<file path="src/rtl/por_seq_pkg.sv">
// Shared types and constants for the POR reset-release sequencer.
package por_seq_pkg;

  typedef enum logic [2:0] {
    WAIT_POR = 3'd0,
    STAGGER  = 3'd1,
    RUN      = 3'd2,
    BLANK    = 3'd3,
    BROWNOUT = 3'd4
  } state_e;

  localparam int OTRIP_W     = 3;
  localparam int BOD_CNT_W   = 8;
  localparam int BOD_CNT_MAX = 255;

  function automatic logic [BOD_CNT_W-1:0] sat_inc(input logic [BOD_CNT_W-1:0] v);
    return (v == BOD_CNT_W'(BOD_CNT_MAX)) ? v : v + 1'b1;
  endfunction

endpackage

</file>
<file path="src/rtl/por_seq_filt.sv">
// Brownout comparator synchronizer plus consecutive-sample filters for
// assertion (qual_o) and de-assertion (clear_o) of the synchronized level.
module por_seq_filt #(
  parameter int BOD_FILT = 4
) (
  input  logic clk_i,
  input  logic rsb_i,
  input  logic bod_trip_i,
  input  logic clr_i,
  output logic bod_s_o,
  output logic qual_o,
  output logic clear_o
);

  localparam int CW = $clog2(BOD_FILT + 1);

  logic          sync1_q, sync2_q;
  logic [CW-1:0] hi_q, hi_d, lo_q, lo_d;

  always_comb begin
    hi_d = hi_q;
    lo_d = lo_q;
    if (clr_i || !sync2_q)           hi_d = '0;
    else if (hi_q != CW'(BOD_FILT))  hi_d = hi_q + 1'b1;
    if (sync2_q)                     lo_d = '0;
    else if (lo_q != CW'(BOD_FILT))  lo_d = lo_q + 1'b1;
  end

  always_ff @(posedge clk_i) begin
    if (!rsb_i) begin
      sync1_q <= 1'b0;
      sync2_q <= 1'b0;
      hi_q    <= '0;
      lo_q    <= '0;
    end else begin
      sync1_q <= bod_trip_i;
      sync2_q <= sync1_q;
      hi_q    <= hi_d;
      lo_q    <= lo_d;
    end
  end

  assign bod_s_o = sync2_q;
  assign qual_o  = (hi_q == CW'(BOD_FILT));
  assign clear_o = (lo_q == CW'(BOD_FILT));

endmodule

</file>
<file path="src/rtl/por_seq.sv">
// Reset-release sequencer: staggers N_DOM domain resets after POR timeout,
// filters brownout, owns otrip. POR_SEQ_BOD_STICKY_EN makes brownout recovery wait for cfg_req.
module por_seq
  import por_seq_pkg::*;
#(
  parameter int                 N_DOM        = 4,
  parameter int                 GAP_CYCLES   = 16,
  parameter int                 BLANK_CYCLES = 32,
  parameter int                 BOD_FILT     = 4,
  parameter logic [OTRIP_W-1:0] OTRIP_RST    = 3'b011
) (
  input  logic                 osc_ck,
  input  logic                 rsb,
  input  logic                 por_timed_out,
  input  logic                 bod_trip,
  input  logic                 cfg_req,
  input  logic [OTRIP_W-1:0]   cfg_otrip,
  output logic                 cfg_ack,
  output logic [OTRIP_W-1:0]   otrip,
  output logic [N_DOM-1:0]     rst_n,
  output logic                 bod_event,
  output logic [BOD_CNT_W-1:0] bod_count,
  output logic [2:0]           seq_state
);

  localparam int GW    = $clog2(GAP_CYCLES);
  localparam int BW    = $clog2(BLANK_CYCLES + 1);
  localparam int IDX_W = (N_DOM > 1) ? $clog2(N_DOM) : 1;

  state_e                 state_q, state_d;
  logic [N_DOM-1:0]       rst_n_q, rst_n_d;
  logic [OTRIP_W-1:0]     otrip_q, otrip_d;
  logic                   ack_q, ack_d, evt_q, evt_d;
  logic [BOD_CNT_W-1:0]   cnt_q, cnt_d;
  logic [GW-1:0]          gap_q, gap_d;
  logic [BW-1:0]          blank_q, blank_d;
  logic [IDX_W-1:0]       idx_q, idx_d;
  logic                   filt_clr, bod_s, qual, clear_ok;

  por_seq_filt #(.BOD_FILT(BOD_FILT)) u_filt (
    .clk_i      (osc_ck),
    .rsb_i      (rsb),
    .bod_trip_i (bod_trip),
    .clr_i      (filt_clr),
    .bod_s_o    (bod_s),
    .qual_o     (qual),
    .clear_o    (clear_ok)
  );

  always_comb begin
    state_d  = state_q;
    rst_n_d  = rst_n_q;
    otrip_d  = otrip_q;
    ack_d    = 1'b0;
    evt_d    = 1'b0;
    cnt_d    = cnt_q;
    gap_d    = gap_q;
    blank_d  = blank_q;
    idx_d    = idx_q;
    filt_clr = (state_q == BLANK);
    // Losing POR overrides every other transition.
    if (state_q != WAIT_POR && !por_timed_out) begin
      state_d = WAIT_POR;
      rst_n_d = '0;
    end else begin
      unique case (state_q)
        WAIT_POR: if (por_timed_out) begin
          state_d = STAGGER;
          gap_d   = '0;
          idx_d   = '0;
        end
        STAGGER: begin
          if (gap_q == GW'(GAP_CYCLES - 1)) begin
            rst_n_d[idx_q] = 1'b1;
            gap_d          = '0;
            idx_d          = idx_q + 1'b1;
            if (idx_q == IDX_W'(N_DOM - 1)) state_d = RUN;
          end else begin
            gap_d = gap_q + 1'b1;
          end
        end
        RUN: begin
          if (qual) begin
            rst_n_d = '0;
            evt_d   = 1'b1;
            cnt_d   = sat_inc(cnt_q);
            state_d = BROWNOUT;
          end else if (cfg_req) begin
            otrip_d  = cfg_otrip;
            ack_d    = 1'b1;
            filt_clr = 1'b1;
            blank_d  = '0;
            state_d  = BLANK;
          end
        end
        BLANK: begin
          if (blank_q == BW'(BLANK_CYCLES - 1)) state_d = RUN;
          else                                  blank_d = blank_q + 1'b1;
        end
        BROWNOUT: begin
`ifdef POR_SEQ_BOD_STICKY_EN
          if (clear_ok && cfg_req) begin
            otrip_d = cfg_otrip;
            ack_d   = 1'b1;
            state_d = STAGGER;
            gap_d   = '0;
            idx_d   = '0;
          end
`else
          if (clear_ok) begin
            state_d = STAGGER;
            gap_d   = '0;
            idx_d   = '0;
          end
`endif
        end
        default: begin
          state_d = WAIT_POR;
          rst_n_d = '0;
        end
      endcase
    end
  end

  always_ff @(posedge osc_ck) begin
    if (!rsb) begin
      state_q <= WAIT_POR;
      rst_n_q <= '0;
      otrip_q <= OTRIP_RST;
      ack_q   <= 1'b0;
      evt_q   <= 1'b0;
      cnt_q   <= '0;
      gap_q   <= '0;
      blank_q <= '0;
      idx_q   <= '0;
    end else begin
      state_q <= state_d;
      rst_n_q <= rst_n_d;
      otrip_q <= otrip_d;
      ack_q   <= ack_d;
      evt_q   <= evt_d;
      cnt_q   <= cnt_d;
      gap_q   <= gap_d;
      blank_q <= blank_d;
      idx_q   <= idx_d;
    end
  end

  assign cfg_ack   = ack_q;
  assign otrip     = otrip_q;
  assign rst_n     = rst_n_q;
  assign bod_event = evt_q;
  assign bod_count = cnt_q;
  assign seq_state = state_q;

endmodule

</file>
<file path="config.mk">
export PLATFORM = sky130hd
export DESIGN_NAME = por_seq
export DESIGN_NICKNAME = d
export VERILOG_FILES = /design/src/rtl/por_seq_pkg.sv /design/src/rtl/por_seq_filt.sv /design/src/rtl/por_seq.sv
export SDC_FILE = /design/constraint.sdc
export NUM_CORES = 1
export LEC_CHECK = 0
export BUFFER_PORTS_ARGS = -buffer_cell sky130_fd_sc_hd__buf_2
export CORE_AREA = 5 5 68 70
export DETAILED_ROUTE_END_ITERATION = 10
export DIE_AREA = 0 0 73 75
export HOLD_SLACK_MARGIN = 0.08
export PLACE_DENSITY_LB_ADDON = 0.05
export SKIP_CTS_REPAIR_TIMING = 1
export SYNTH_ARGS = -nofsm -noshare
export SYNTH_HDL_FRONTEND = slang
export SYNTH_SLANG_ARGS = --single-unit
</file>
<file path="constraint.sdc">
create_clock -name osc_ck -period 1.8 [get_ports osc_ck]
set_input_delay 0.18 -clock osc_ck [delete_from_list [all_inputs] [get_ports osc_ck]]
set_output_delay 0.18 -clock osc_ck [all_outputs]
set_load 0.02 [all_outputs]
</file>
==> out/results.txt <==
Initial DRC Count -> 104
CP Class -> flip-flop to flip-flop
worst skew pair latency -> 290 ps
Starting Density -> 49.55%
hold path depth -> 2
Tcrit/Tclk final -> 92.58%
worst-path maximum fanout -> 3
leak pwr -> 0.9513 nW
Final HPWL DP -> 3131 um
CP max stage delay -> 500 ps
largest net degree at the start of global routing -> 16
Placement Rows -> 23
clock slew at reported path FFs -> 80 ps
Die ar. -> 0.005475 mm^2
final setup vio count -> 0
vias in the first global route -> 1677
register area share after synthesis -> 41.29%
antenna violations before repair -> 0
number of synthesized flops with an enable pin -> 0
worst slew pin tran -> 497.3 ps
R2R Setup Slk -> 130 ps
final std cells w/o fill -> 324
Synth-to-Final Area Change -> 22.00%
via count -> 1761
hold_sp -> bod_trip
share of cells above drive strength 1 -> 21.90%
total grt overflow -> 0
clk buf depth -> 2
number of max-cap violations -> 0
nets -> 292
# DRC -> 0
Syn. warnings -> 0
Final Hold Vio Count -> 0
FF-to-FF Start -> u_filt.lo_q[0]
post-DR vias/cell -> 5.435
H-Tree Depth -> 2
antenna-violating nets left -> 0
Hold EP -> u_filt.sync1_q
Tot GR Track Use -> 17.25%
filler cell count -> 371
Seq cells post-synth -> 40
Ant. Diodes -> 0
Fin Clk Skew -> 7.532 ps
clk sink count -> 40
post-placement cell area -> 0.002218 mm^2
Placer Congestion -> 0.8247
Final Power -> 1.846 mW
final instance area -> 0.002366 mm^2
Peak VDD IR -> 0.4415 mV
die height -> 75 um
CP required -> 2020 ps
Arr. time, crit path -> 1890 ps
PD cells -> 780.2 mW/mm^2
crit path launch -> u_filt.lo_q[0]
Worst R2R Path Depth -> 6
ys flop type -> dfxtp_1
Cells after DPL -> 316
DRT Pass-1 Iters -> 4
Worst Setup End Kind -> flip-flop
Fmax achieved -> 600.1 MHz
setup_tns -> 0 ps
first-pass GRT wire length -> 7472 um
outcome -> finished, final reports clean
Syn Inst Count -> 232
Die Wd -> 73 um
CP Launch Type -> flip-flop
Hold Path Class -> primary input to flip-flop
Critical-path top delay cell -> or4_1
mean cell area of the mapped netlist -> 8.359 um^2
Worst Path Buf+Inv -> 1
core area -> 0.003914 mm^2
wire length per cell -> 13.09 um
Clock Root Buffer -> clkbuf_8
cell-by-cell listing of the critical path -> inv_1 > ha_1 > nand3b_1 > a211o_1 > or4_1 > a21oi_1
Buffers on Ports -> 27
delay-heaviest family, CP -> simple AND/OR/NAND/NOR gates
Slew Limit Headroom -> 66.81%
async set-reset flop share out of synthesis -> 0%
TritonCTS clock tree -> yes
Worst R2R End -> gap_q[0]
Synth cell types -> 49
Num CTS Buffers -> 5
drt total wl -> 4240 um
RSZ-0062 raised after global routing -> false
post-synthesis cell area -> 0.001939 mm^2
Slew Viols, Final -> 0
syn nets -> 251
final period demand of the worst path -> 1666 ps
I/O pin count -> 28
## flip-flops by register name, indices dropped and copies added, names as in the netlist
| register | count |
|---|---|
| otrip | 3 |
| rst_n | 4 |
| bod_event | 1 |
| gap_q | 4 |
| idx_q | 2 |
| bod_count | 8 |
| u_filt.lo_q | 3 |
| u_filt.sync1_q | 1 |
| seq_state | 3 |
| blank_q | 6 |
| u_filt.bod_s_o | 1 |
| u_filt.hi_q | 3 |
| cfg_ack | 1 |
## synth_stat cells (3+ instances only)
cell	number	share of area (%)
a21oi_1	21	5.4
ha_1	11	7.1
o21ai_0	13	3.4
nor2_1	26	5.0
and3_1	3	0.97
nand2_1	18	3.5
or4_1	3	1.2
dfxtp_1	40	41
nand2b_1	4	1.3
nand3b_1	3	1.2
nor3_1	7	1.8
mux2i_1	5	2.6
inv_1	11	2.1
nand3_1	13	3.4
or3_1	5	1.6
clkbuf_1	6	1.2
## how the worst max path moves through the flow
stage	cells past startpoint	to	slack, ps
2_1_floorplan	6	otrip[0]	60
3_3_place_gp	6	blank_q[5]	80
3_5_place_dp	6	blank_q[5]	60
4_1_cts	6	blank_q[5]	40
5_1_grt	6	bod_count[5]	20
6_report	6	gap_q[0]	130
## layout by cell type (no fill, tap or decap), drive strengths merged, types with 2 or more instances in the layout
cell type / netlist / final
inv: 11 / 11
o21ai: 13 / 13
or4: 3 / 3
nand2b: 4 / 4
nand3b: 3 / 3
a31o: 2 / 2
nor2: 26 / 26
nand3: 13 / 13
nand4: 2 / 2
clkbuf: 6 / 7
o211ai: 3 / 3
buf: 2 / 42
a21oi: 21 / 21
o22ai: 2 / 2
a31oi: 2 / 2
or3: 5 / 5
dfxtp: 40 / 40
nand2: 18 / 18
and3: 3 / 3
mux2i: 5 / 5
xor2: 2 / 2
nor4: 2 / 2
nor3: 7 / 7
ha: 11 / 11
xnor2: 2 / 2
and3b: 2 / 2
and2: 2 / 2
## cells by family (layout without fill, tap and decap cells)
family | count (synthesis) | after routing | synth area share [%]
flip-flops | 40 | 40 | 41.29
adder cells (fa/ha/maj) | 11 | 11 | 7.097
XOR/XNOR | 4 | 4 | 1.807
multiplexers | 5 | 5 | 2.581
AO/OA/AOI/OAI | 57 | 57 | 18.45
AND/OR/NAND/NOR | 96 | 96 | 25.03
buffers and inverters | 19 | 61 | 3.741
## per-layer routing
layer / routed length, um / part of all wire (%) / up-vias / global-route usage, %
met5: 0 / 0 / - / 0
met4: 38 / 0.90 / 0 / 7.172
met3: 136 / 3.2 / 2 / 3.738
met2: 2094 / 49 / 29 / 28.90
met1: 1970 / 46 / 818 / 21.49
li1: - / - / 912 / -
## metrics by stage
stage	utilization (%)	hold WS [ps]	setup slack, ps
floorplan	-	307.3	59.72
global placement	56.68	389.7	84.33
detailed placement	56.68	392.8	56.60
CTS	59.91	84.34	43.71
global route	60.45	116.4	23.18
finish	60.45	99.59	133.5
## power breakdown
| part | switching, mW | internal [mW] | leakage, nW | total, mW |
|---|---|---|---|---|
| clock network | 0.313 | 0.489 | 0.0645 | 0.802 |
| logic | 0.0755 | 0.0596 | 0.563 | 0.135 |
| registers | 0.0115 | 0.897 | 0.324 | 0.909 |
| total | 0.400 | 1.45 | 0.951 | 1.85 |
## cell type report
type,instances,area [um^2],area share (%)
Clock inverter,1,30.03,1.269
Clock buffer,7,96.34,4.072
Sequential cell,40,802.0,33.90
Inverter,11,41.29,1.745
Timing Repair Buffer,42,247.7,10.47
Multi-Input combinational cell,173,1086,45.90
Tap cell,50,62.56,2.644
Power figures use the tool's default switching activity.
